### src/rtl/uart_pkg.sv
// Shared definitions for the UART transmit path: frame shape, FSM states and
// the default bit period for a 50 MHz clock at 115200 baud.
package uart_pkg;

    localparam int CLK_HZ            = 50_000_000;
    localparam int BAUD              = 115_200;
    localparam int CLKS_PER_BIT_DFLT = CLK_HZ / BAUD;
    localparam int DATA_BITS         = 8;
    localparam int STOP_BITS         = 1;

    typedef enum logic [1:0] {
        ST_IDLE  = 2'd0,
        ST_START = 2'd1,
        ST_DATA  = 2'd2,
        ST_STOP  = 2'd3
    } tx_state_e;

endpackage

### src/rtl/byte_fifo.sv
// Synchronous DEPTH x 8 FIFO with count-based flags and first-word-fall-through
// read data. A push while full is ignored even if a pop happens on the same edge.
module byte_fifo #(
    parameter int DEPTH = 16
) (
    input  logic       clk,
    input  logic       reset_n,
    input  logic       push_i,
    input  logic [7:0] wdata_i,
    input  logic       pop_i,
    output logic [7:0] rdata_o,
    output logic       full_o,
    output logic       empty_o
);

    localparam int AW = $clog2(DEPTH);
    localparam int CW = AW + 1;
    localparam logic [CW-1:0] FULL_CNT = CW'(DEPTH);

    logic [7:0]    mem_q [DEPTH];
    logic [AW-1:0] wr_ptr_q;
    logic [AW-1:0] rd_ptr_q;
    logic [CW-1:0] count_q;
    logic [CW-1:0] count_d;
    logic          push_ok_s;
    logic          pop_ok_s;

    // Accept/pop qualification and next occupancy.
    always_comb begin
        full_o    = (count_q == FULL_CNT);
        empty_o   = (count_q == {CW{1'b0}});
        push_ok_s = push_i & ~full_o;
        pop_ok_s  = pop_i & ~empty_o;
        count_d   = count_q + CW'(push_ok_s) - CW'(pop_ok_s);
        rdata_o   = mem_q[rd_ptr_q];
    end

    // Pointers and occupancy counter.
    always_ff @(posedge clk or negedge reset_n) begin
        if (!reset_n) begin
            wr_ptr_q <= {AW{1'b0}};
            rd_ptr_q <= {AW{1'b0}};
            count_q  <= {CW{1'b0}};
        end else begin
            if (push_ok_s) begin
                wr_ptr_q <= wr_ptr_q + AW'(1);
            end
            if (pop_ok_s) begin
                rd_ptr_q <= rd_ptr_q + AW'(1);
            end
            count_q <= count_d;
        end
    end

    // Storage array; contents are don't-care until written.
    always_ff @(posedge clk) begin
        if (push_ok_s) begin
            mem_q[wr_ptr_q] <= wdata_i;
        end
    end

endmodule

### src/rtl/uart_tx_fifo.sv
// Buffered 8N1 UART transmitter: bytes strobed in are queued in byte_fifo and
// shifted out LSB first, back-to-back while the queue holds data.
module uart_tx_fifo
    import uart_pkg::*;
#(
    parameter int CLKS_PER_BIT = CLKS_PER_BIT_DFLT,
    parameter int DEPTH        = 16
) (
    input  logic       clk,
    input  logic       reset_n,
    input  logic       txStart,
    input  logic [7:0] txData,
    output logic       txBusy,
    output logic       tx,
    output logic       active,
    output logic       overflow
);

    localparam int BW   = $clog2(CLKS_PER_BIT);
    localparam int BITW = $clog2(DATA_BITS);
    localparam logic [BW-1:0]   BAUD_LAST = BW'(CLKS_PER_BIT - 1);
    localparam logic [BITW-1:0] DATA_LAST = BITW'(DATA_BITS - 1);
    localparam logic [BITW-1:0] STOP_LAST = BITW'(STOP_BITS - 1);

    tx_state_e       state_q;
    logic [BW-1:0]   baud_q;
    logic [BITW-1:0] bit_q;
    logic [7:0]      shift_q;
    logic            line_q;
    logic            tx_q;
    logic            busy_q;
    logic            active_q;
    logic            overflow_q;

    logic [7:0]      fifo_rdata_s;
    logic            fifo_full_s;
    logic            fifo_empty_s;
    logic            baud_end_s;
    logic            pop_s;

    byte_fifo #(.DEPTH(DEPTH)) u_fifo (
        .clk     (clk),
        .reset_n (reset_n),
        .push_i  (txStart),
        .wdata_i (txData),
        .pop_i   (pop_s),
        .rdata_o (fifo_rdata_s),
        .full_o  (fifo_full_s),
        .empty_o (fifo_empty_s)
    );

    // A new frame is loaded from idle, or straight from the end of a stop bit.
    always_comb begin
        baud_end_s = (baud_q == BAUD_LAST);
        if (fifo_empty_s) begin
            pop_s = 1'b0;
        end else begin
            case (state_q)
                ST_IDLE: pop_s = 1'b1;
                ST_STOP: pop_s = baud_end_s && (bit_q == STOP_LAST);
                default: pop_s = 1'b0;
            endcase
        end
    end

    // Frame FSM with baud/bit counters and shifter; line_q is the bit level.
    always_ff @(posedge clk or negedge reset_n) begin
        if (!reset_n) begin
            state_q <= ST_IDLE;
            baud_q  <= {BW{1'b0}};
            bit_q   <= {BITW{1'b0}};
            shift_q <= 8'h00;
            line_q  <= 1'b1;
        end else begin
            case (state_q)
                ST_IDLE: begin
                    line_q <= ~pop_s;
                    if (pop_s) begin
                        shift_q <= fifo_rdata_s;
                        baud_q  <= {BW{1'b0}};
                        state_q <= ST_START;
                    end
                end
                ST_START: begin
                    if (baud_end_s) begin
                        baud_q  <= {BW{1'b0}};
                        bit_q   <= {BITW{1'b0}};
                        line_q  <= shift_q[0];
                        state_q <= ST_DATA;
                    end else begin
                        baud_q <= baud_q + BW'(1);
                    end
                end
                ST_DATA: begin
                    if (baud_end_s) begin
                        baud_q <= {BW{1'b0}};
                        if (bit_q == DATA_LAST) begin
                            bit_q   <= {BITW{1'b0}};
                            line_q  <= 1'b1;
                            state_q <= ST_STOP;
                        end else begin
                            bit_q   <= bit_q + BITW'(1);
                            shift_q <= {1'b0, shift_q[7:1]};
                            line_q  <= shift_q[1];
                        end
                    end else begin
                        baud_q <= baud_q + BW'(1);
                    end
                end
                ST_STOP: begin
                    if (baud_end_s) begin
                        baud_q <= {BW{1'b0}};
                        if (bit_q != STOP_LAST) begin
                            bit_q <= bit_q + BITW'(1);
                        end else if (pop_s) begin
                            bit_q   <= {BITW{1'b0}};
                            shift_q <= fifo_rdata_s;
                            line_q  <= 1'b0;
                            state_q <= ST_START;
                        end else begin
                            bit_q   <= {BITW{1'b0}};
                            state_q <= ST_IDLE;
                        end
                    end else begin
                        baud_q <= baud_q + BW'(1);
                    end
                end
                default: begin
                    state_q <= ST_IDLE;
                    line_q  <= 1'b1;
                end
            endcase
        end
    end

    // Registered outputs; tx is retimed from line_q so the pin sees only a flop.
    always_ff @(posedge clk or negedge reset_n) begin
        if (!reset_n) begin
            tx_q       <= 1'b1;
            busy_q     <= 1'b0;
            active_q   <= 1'b0;
            overflow_q <= 1'b0;
        end else begin
            tx_q       <= line_q;
            busy_q     <= fifo_full_s;
            active_q   <= (state_q != ST_IDLE) || !fifo_empty_s;
            overflow_q <= overflow_q | (txStart & fifo_full_s);
        end
    end

    assign tx       = tx_q;
    assign txBusy   = busy_q;
    assign active   = active_q;
    assign overflow = overflow_q;

endmodule

### config.mk
export PLATFORM = sky130hd
export DESIGN_NAME = uart_tx_fifo
export DESIGN_NICKNAME = d
export VERILOG_FILES = /design/src/rtl/uart_pkg.sv /design/src/rtl/byte_fifo.sv /design/src/rtl/uart_tx_fifo.sv
export SDC_FILE = /design/constraint.sdc
export NUM_CORES = 1
export LEC_CHECK = 0
export ABC_AREA = 1
export ABC_CLOCK_PERIOD_IN_PS = 2680
export BUFFER_PORTS_ARGS = -buffer_cell sky130_fd_sc_hd__buf_2
export CAP_MARGIN = 20
export CORE_ASPECT_RATIO = 0.6
export CORE_MARGIN = 2
export CORE_UTILIZATION = 35
export DETAILED_ROUTE_END_ITERATION = 8
export PLACE_DENSITY = 0.58
export SLEW_MARGIN = 40
export SYNTH_ARGS = -nofsm -noshare
export SYNTH_HDL_FRONTEND = slang
export SYNTH_SLANG_ARGS = --single-unit
### constraint.sdc
create_clock -name clk -period 2.68 [get_ports clk]
set_input_delay 0.804 -clock clk [delete_from_list [all_inputs] [get_ports clk]]
set_output_delay 0.804 -clock clk [all_outputs]
set_load 0.1 [all_outputs]
# Word-level counts from Yosys, hierarchy flattened
# Memories as Yosys holds them, arrays and structs flattened.
# Index checks and enable logic that the tools add are counted.
# Widths: inputs -> output; s select.
[word_totals]
ff_bits = 40
ram_bits = 128
input_bits = 11
n_memories = 1
[classes]
n_addsub = 6
n_eq_ne = 14
muxes = 34
bitwise_logic = 7
n_reduce_logical = 15
[memory_table]
columns = ["name", "depth", "word_bits", "read_ports", "rd_ports_with_merged_regs", "write_ports", "line", "text"]
rows = [
  ["u_fifo.mem_q", 16, 8, 1, 0, 1, "byte_fifo.sv:20", "logic [7:0] mem_q [DEPTH];"],
]
[ops]
columns = ["operator", "count"]
rows = [
  ["$mux 8", 5],
  ["$pmux 8 s3", 1],
  ["$mux 9", 2],
  ["$pmux 9 s2", 1],
  ["$ne 2x2->1 const B", 8],
  ["$mux 3", 5],
  ["$mux 2", 6],
  ["$mux 1", 10],
  ["$reduce_and 5->1", 2],
  ["$add 9x1->9 const B", 1],
  ["$eq 9x9->1 const B", 1],
  ["$pmux 3 s3", 1],
  ["$reduce_bool 3->1", 3],
  ["$add 4x1->4 const B", 2],
  ["$pmux 2 s4", 1],
  ["$reduce_and 6->1", 1],
  ["$add 5x1->5", 1],
  ["$eq 5x5->1 const B", 1],
  ["$logic_not 5->1", 1],
  ["$sub 5x1->5", 1],
  ["$eq 2x2->1 const B", 2],
  ["$pmux 1 s4", 1],
  ["$reduce_and 4->1", 1],
  ["$add 3x1->3 const B", 1],
  ["13 further kinds", 17],
]

# Longest topological paths before layout
[logic_depth]
depth_word = 8
ltp_mapped = 16
ltp_nobuf = 16

# Hierarchy
# Synthesis repeated with hierarchy kept, for this count alone.
[hier_totals]
hier_cells = 792
area_unflattened_um2 = 7767.4
[by_module_without_submodules]
columns = ["mod", "n_inst", "cells_per_inst", "area_each_um2", "seq_area_each_um2"]
rows = [
  ["byte_fifo", 1, 600, 6184.7, 4169.0],
  ["uart_tx_fifo", 1, 192, 1582.8, 678.2],
]

# Worst setup path after synthesis
# OpenSTA, ideal clock, no wires.
[synth_timing]
path_type = "register -> register"
startpoint = "reg state_q[0]"
endpoint = "reg u_fifo.count_q[4]"
setup_time_ns = 0.128
t_arrival_ns = 2.473
required_ns = 2.552
slack_ns = 0.079
stages_incl_launch_ff = 17
path_buffers = 0
synth_period_minus_slack_ns = 2.601
path_cell_list = "dfrtp_1 inv_1 ha_1 inv_2 nand2_1 inv_1 nor2_2 nand2_4 inv_1 ha_1 inv_1 ha_1 inv_1 fa_1 o21ai_0 a21oi_1 xor2_1"
[synth_between]
elab_chain_cells = 5
elab_cells_between_ends = 6
[synth_rtl]
columns = ["element", "line", "text"]
rows = [
  ["start: declaration", "uart_tx_fifo.sv:25", "tx_state_e state_q;"],
  ["start signal: assignment", "uart_tx_fifo.sv:69", "state_q <= ST_IDLE;"],
  ["start signal: assignment", "uart_tx_fifo.sv:81", "state_q <= ST_START;"],
  ["start signal: assignment", "uart_tx_fifo.sv:89", "state_q <= ST_DATA;"],
  ["$eq 2x2->1 / $logic_not 2->1 (equally long branches)", "uart_tx_fifo.sv:58", "case (state_q)"],
  ["$pmux 1 s2 *", "uart_tx_fifo.sv:58", ""],
  ["$mux 1 *", "uart_tx_fifo.sv:55", "if (fifo_empty_s) begin"],
  ["$and 1x1->1 *", "byte_fifo.sv:33", "pop_ok_s = pop_i & ~empty_o;"],
  ["via u_fifo.pop_ok_s", "byte_fifo.sv:26", "logic pop_ok_s;"],
  ["$sub 5x1->5 *", "byte_fifo.sv:34", "count_d = count_q + CW'(push_ok_s) - CW'(pop_ok_s);"],
  ["via u_fifo.count_d[4]", "byte_fifo.sv:24", "logic [CW-1:0] count_d;"],
  ["end signal: assignment", "byte_fifo.sv:43", "count_q <= {CW{1'b0}};"],
  ["end signal: assignment", "byte_fifo.sv:51", "count_q <= count_d;"],
  ["end: declaration", "byte_fifo.sv:23", "logic [CW-1:0] count_q;"],
]
# The timed path passes the listed nets; every way through them passes the cells marked *.
# A chain may end at the register's enable or synchronous reset.

# Final worst setup path
# Same ends and word-level chain as after synthesis.

==> run summary <==
Clk_skew -> 0.00983 ns
Worst slack, placed -> 0.0524 ns
Maxcap violations -> 0
Unique cell type count in the Yosys netlist -> 33
CTS buffer count -> 17
Slew Limit Fails -> 0
Drt via density -> 4.87
R2R Path Start -> state_q[0]$_DFFE_PN0P_
Worst-case reg-to-reg path depth -> 15
Routability cong. -> 0.851
CP startpoint kind -> flop
Setup tns final -> 0 ns
Clk root buf -> clkbuf_16
Clock sink count -> 168
Fraction of layout cells with a size suffix above 1 -> 0.142
GRT Overall Usage -> 0.162
Worst slew pin tran -> 0.690 ns
RSZ-0062 raised after global routing -> no
# diodes -> 0
Register clock-pin slew on the reported worst setup and hold paths -> 0.06 ns
Worst Setup Slack, final -> 0.169 ns
Final period util -> 0.937
I/O Buffers -> 14
Core area -> 21000 sq um
Terminus of the critical flop-to-flop path -> u_fifo.count_q[4]$_DFF_PN0_
Max rail drop VDD -> 0.000433 V
Depth of the CTS H-tree -> 4
Lkg Pwr -> 3.47 nW
Crit path largest cell delay -> 0.41 ns
Power Dens Cells -> 763 nW/um^2
Post-Syn Area -> 7460 sq um
Most frequent cells in the layout -> edfxtp_1 (128), nor2_1 (104), nand2_1 (103)
Critical Path RT -> 2.99 ns
Cell Chain, Critical Path -> inv_1, ha_2, inv_1, nand2_1, nor2_2, nand2_4, inv_1, ha_1, inv_1, ha_1, inv_1, fa_2, o21ai_1, a21oi_1, xor2_1
# DRC -> 0
Clk buf depth -> 2
Tightest Hold Check Type -> in -> async
Crit-path max FO -> 4
Rows -> 41
Yosys Warn Count -> 0
Antenna-violating nets left -> 0
Sequential element share of the synthesized area -> 0.650
Die height -> 117 um
Slew HR -> 0.539
Placed cell areas -> 7930 sq um
Die area -> 22500 sq um
Starting Density -> 0.356
Initial DRC count -> 442
Final period demand of the worst path -> 2.51 ns
Critical path's most frequent cell -> inv_1
Hold Fails Final Rpt -> 0
Chip Width -> 192 um
Antenna violations before repair -> 0
DRT Pass-1 Iters -> 5
Pin count of the biggest net entering global routing -> 78
Outcome -> finished, final reports clean
Final non-filler cell area -> 8590 sq um
Ports -> 15
R2r setup slk -> 0.17 ns
Footprint of the multi-input gates -> 2270 sq um
Filler cells -> 2004
Hold bufs inserted after CTS -> 0
CTS tree -> done
Syn Nets -> 730
Area grow syn2layout -> 15.2%
Commonest non-fill, non-tap cell in the layout -> edfxtp_1
Routed via count -> 4964
Avg Cell Area, Syn -> 10.7 sq um
Seq cells post-synth -> 168
HPWL after DPL -> 11.2 mm
CP Data Arrival Time -> 2.82 ns
FMAX -> 398 MHz
Vias in the first global route -> 4676
Hold slack -> 0.211 ns
Critical path endpoint category -> flop
WS Path Type -> reg -> reg
Mapped Cells -> 697
Sequential cell area -> 4850 sq um
WL per Instance -> 16.7 um
Worst-Skew Late Latency -> 0.43 ns
Fin nets -> 760
Finished Core Util -> 0.410
Endpoints failing setup -> 0
DRT Wirelength -> 17.0 mm
GRT overflow -> 0
Slowest CP cell -> dfrtp_1
Global-route wire length before repair -> 26.6 mm
[critical path, delay by kind of cell (launching register included)]
family / cells / cell delay [ns]
compound gates: 2 / 0.23
buf+inv: 5 / 0.34
xor+xnor: 1 / 0.14
simple gates: 3 / 0.29
fa+ha+maj: 4 / 0.99
flops: 1 / 0.41
[cell families after synthesis]
logic type               synth area share
AND/OR/NAND/NOR                     0.180
flip-flops                          0.650
buffers and inverters              0.0518
AO/OA/AOI/OAI                      0.0652
adder cells (fa/ha/maj)            0.0379
XOR/XNOR                           0.0153
[how the worst max path moves through the flow]
stage	from	to	slack, ns	cells past startpoint
2_1_floorplan	state_q[0]$_DFFE_PN0P_	u_fifo.count_q[4]$_DFF_PN0_	0.08	16
3_3_place_gp	state_q[1]$_DFFE_PN0P_	u_fifo.count_q[4]$_DFF_PN0_	0.11	16
3_5_place_dp	state_q[1]$_DFFE_PN0P_	u_fifo.count_q[4]$_DFF_PN0_	0.05	16
4_1_cts	state_q[1]$_DFFE_PN0P_	u_fifo.count_q[4]$_DFF_PN0_	0.04	16
5_1_grt	state_q[0]$_DFFE_PN0P_	u_fifo.count_q[4]$_DFF_PN0_	0.008	15
6_report	state_q[0]$_DFFE_PN0P_	u_fifo.count_q[4]$_DFF_PN0_	0.17	15
[where the power goes]
group / switching [mW] / internal, mW / total (mW)
Sequential: 0.101 / 3.09 / 3.19
Clock: 1.04 / 1.47 / 2.51
Combinational: 0.608 / 0.239 / 0.847
Total: 1.75 / 4.81 / 6.56
[flip-flops by register name, summed over array words and instances, names as in the netlist, 2 cells and up]
| name | cells |
|---|---|
| u_fifo.rd_ptr_q | 4 |
| u_fifo.count_q | 5 |
| u_fifo.mem_q | 128 |
| state_q | 2 |
| baud_q | 9 |
| bit_q | 3 |
| shift_q | 8 |
| u_fifo.wr_ptr_q | 4 |
[cells in the mapped netlist]
cell | number | area [sq um]
xnor2_1 | 2 | 17.5
edfxtp_1 | 128 | 3840
nand3_1 | 73 | 365
nand2_1 | 103 | 387
a21oi_4 | 1 | 16.3
a21o_1 | 1 | 7.51
xor2_1 | 11 | 96.3
nor2_2 | 4 | 25.0
inv_2 | 3 | 11.3
dfstp_2 | 2 | 52.6
nand4_1 | 3 | 18.8
nor2_1 | 118 | 443
clkbuf_1 | 8 | 30.0
nor2_4 | 1 | 11.3
o31ai_1 | 1 | 7.51
buf_6 | 1 | 11.3
inv_1 | 60 | 225
nand2_4 | 4 | 45.0
buf_4 | 4 | 30.0
nand3b_1 | 2 | 15.0
o211ai_1 | 6 | 45.0
buf_1 | 2 | 7.51
nand2_8 | 1 | 20.0
or2_2 | 1 | 6.26
o21ai_0 | 60 | 300
nand2_2 | 1 | 6.26
dfrtp_1 | 38 | 951
clkinv_1 | 3 | 11.3
ha_1 | 21 | 263
buf_2 | 12 | 60.1
a21oi_1 | 17 | 85.1
fa_1 | 1 | 20.0
o22ai_1 | 4 | 25.0
[timing repair]
item,4_1_cts,5_1_grt
gates resized for setup,0,6
setup endpoints to repair,0,1
setup buffers,0,5
[per-layer routing]
metal	global-route usage	wire length [um]	up-vias
li1	-	-	2409
met1	0.256	8750	2355
met5	0	0	-
met2	0.221	6800	174
met3	0.0262	1180	26
met4	0.0626	267	0
[cell type report]
cell class / count / share of cell area
clock buffers: 18 / 0.0499
clock inverters: 14 / 0.0198
inverters: 66 / 0.0288
multi-input cells: 436 / 0.265
flip-flops and latches: 168 / 0.564
well taps: 279 / 0.0406
repair buffers: 38 / 0.0320
[through the flow]
stage / power, mW / std cells
CTS: 6.56 / 1014
global placement: 4.04 / 982
finish: 6.56 / 1019
detailed placement: 4.07 / 982
floorplan: 3.78 / 697
global route: 6.82 / 1019
Note: power is estimated with default switching activity, not from simulation.
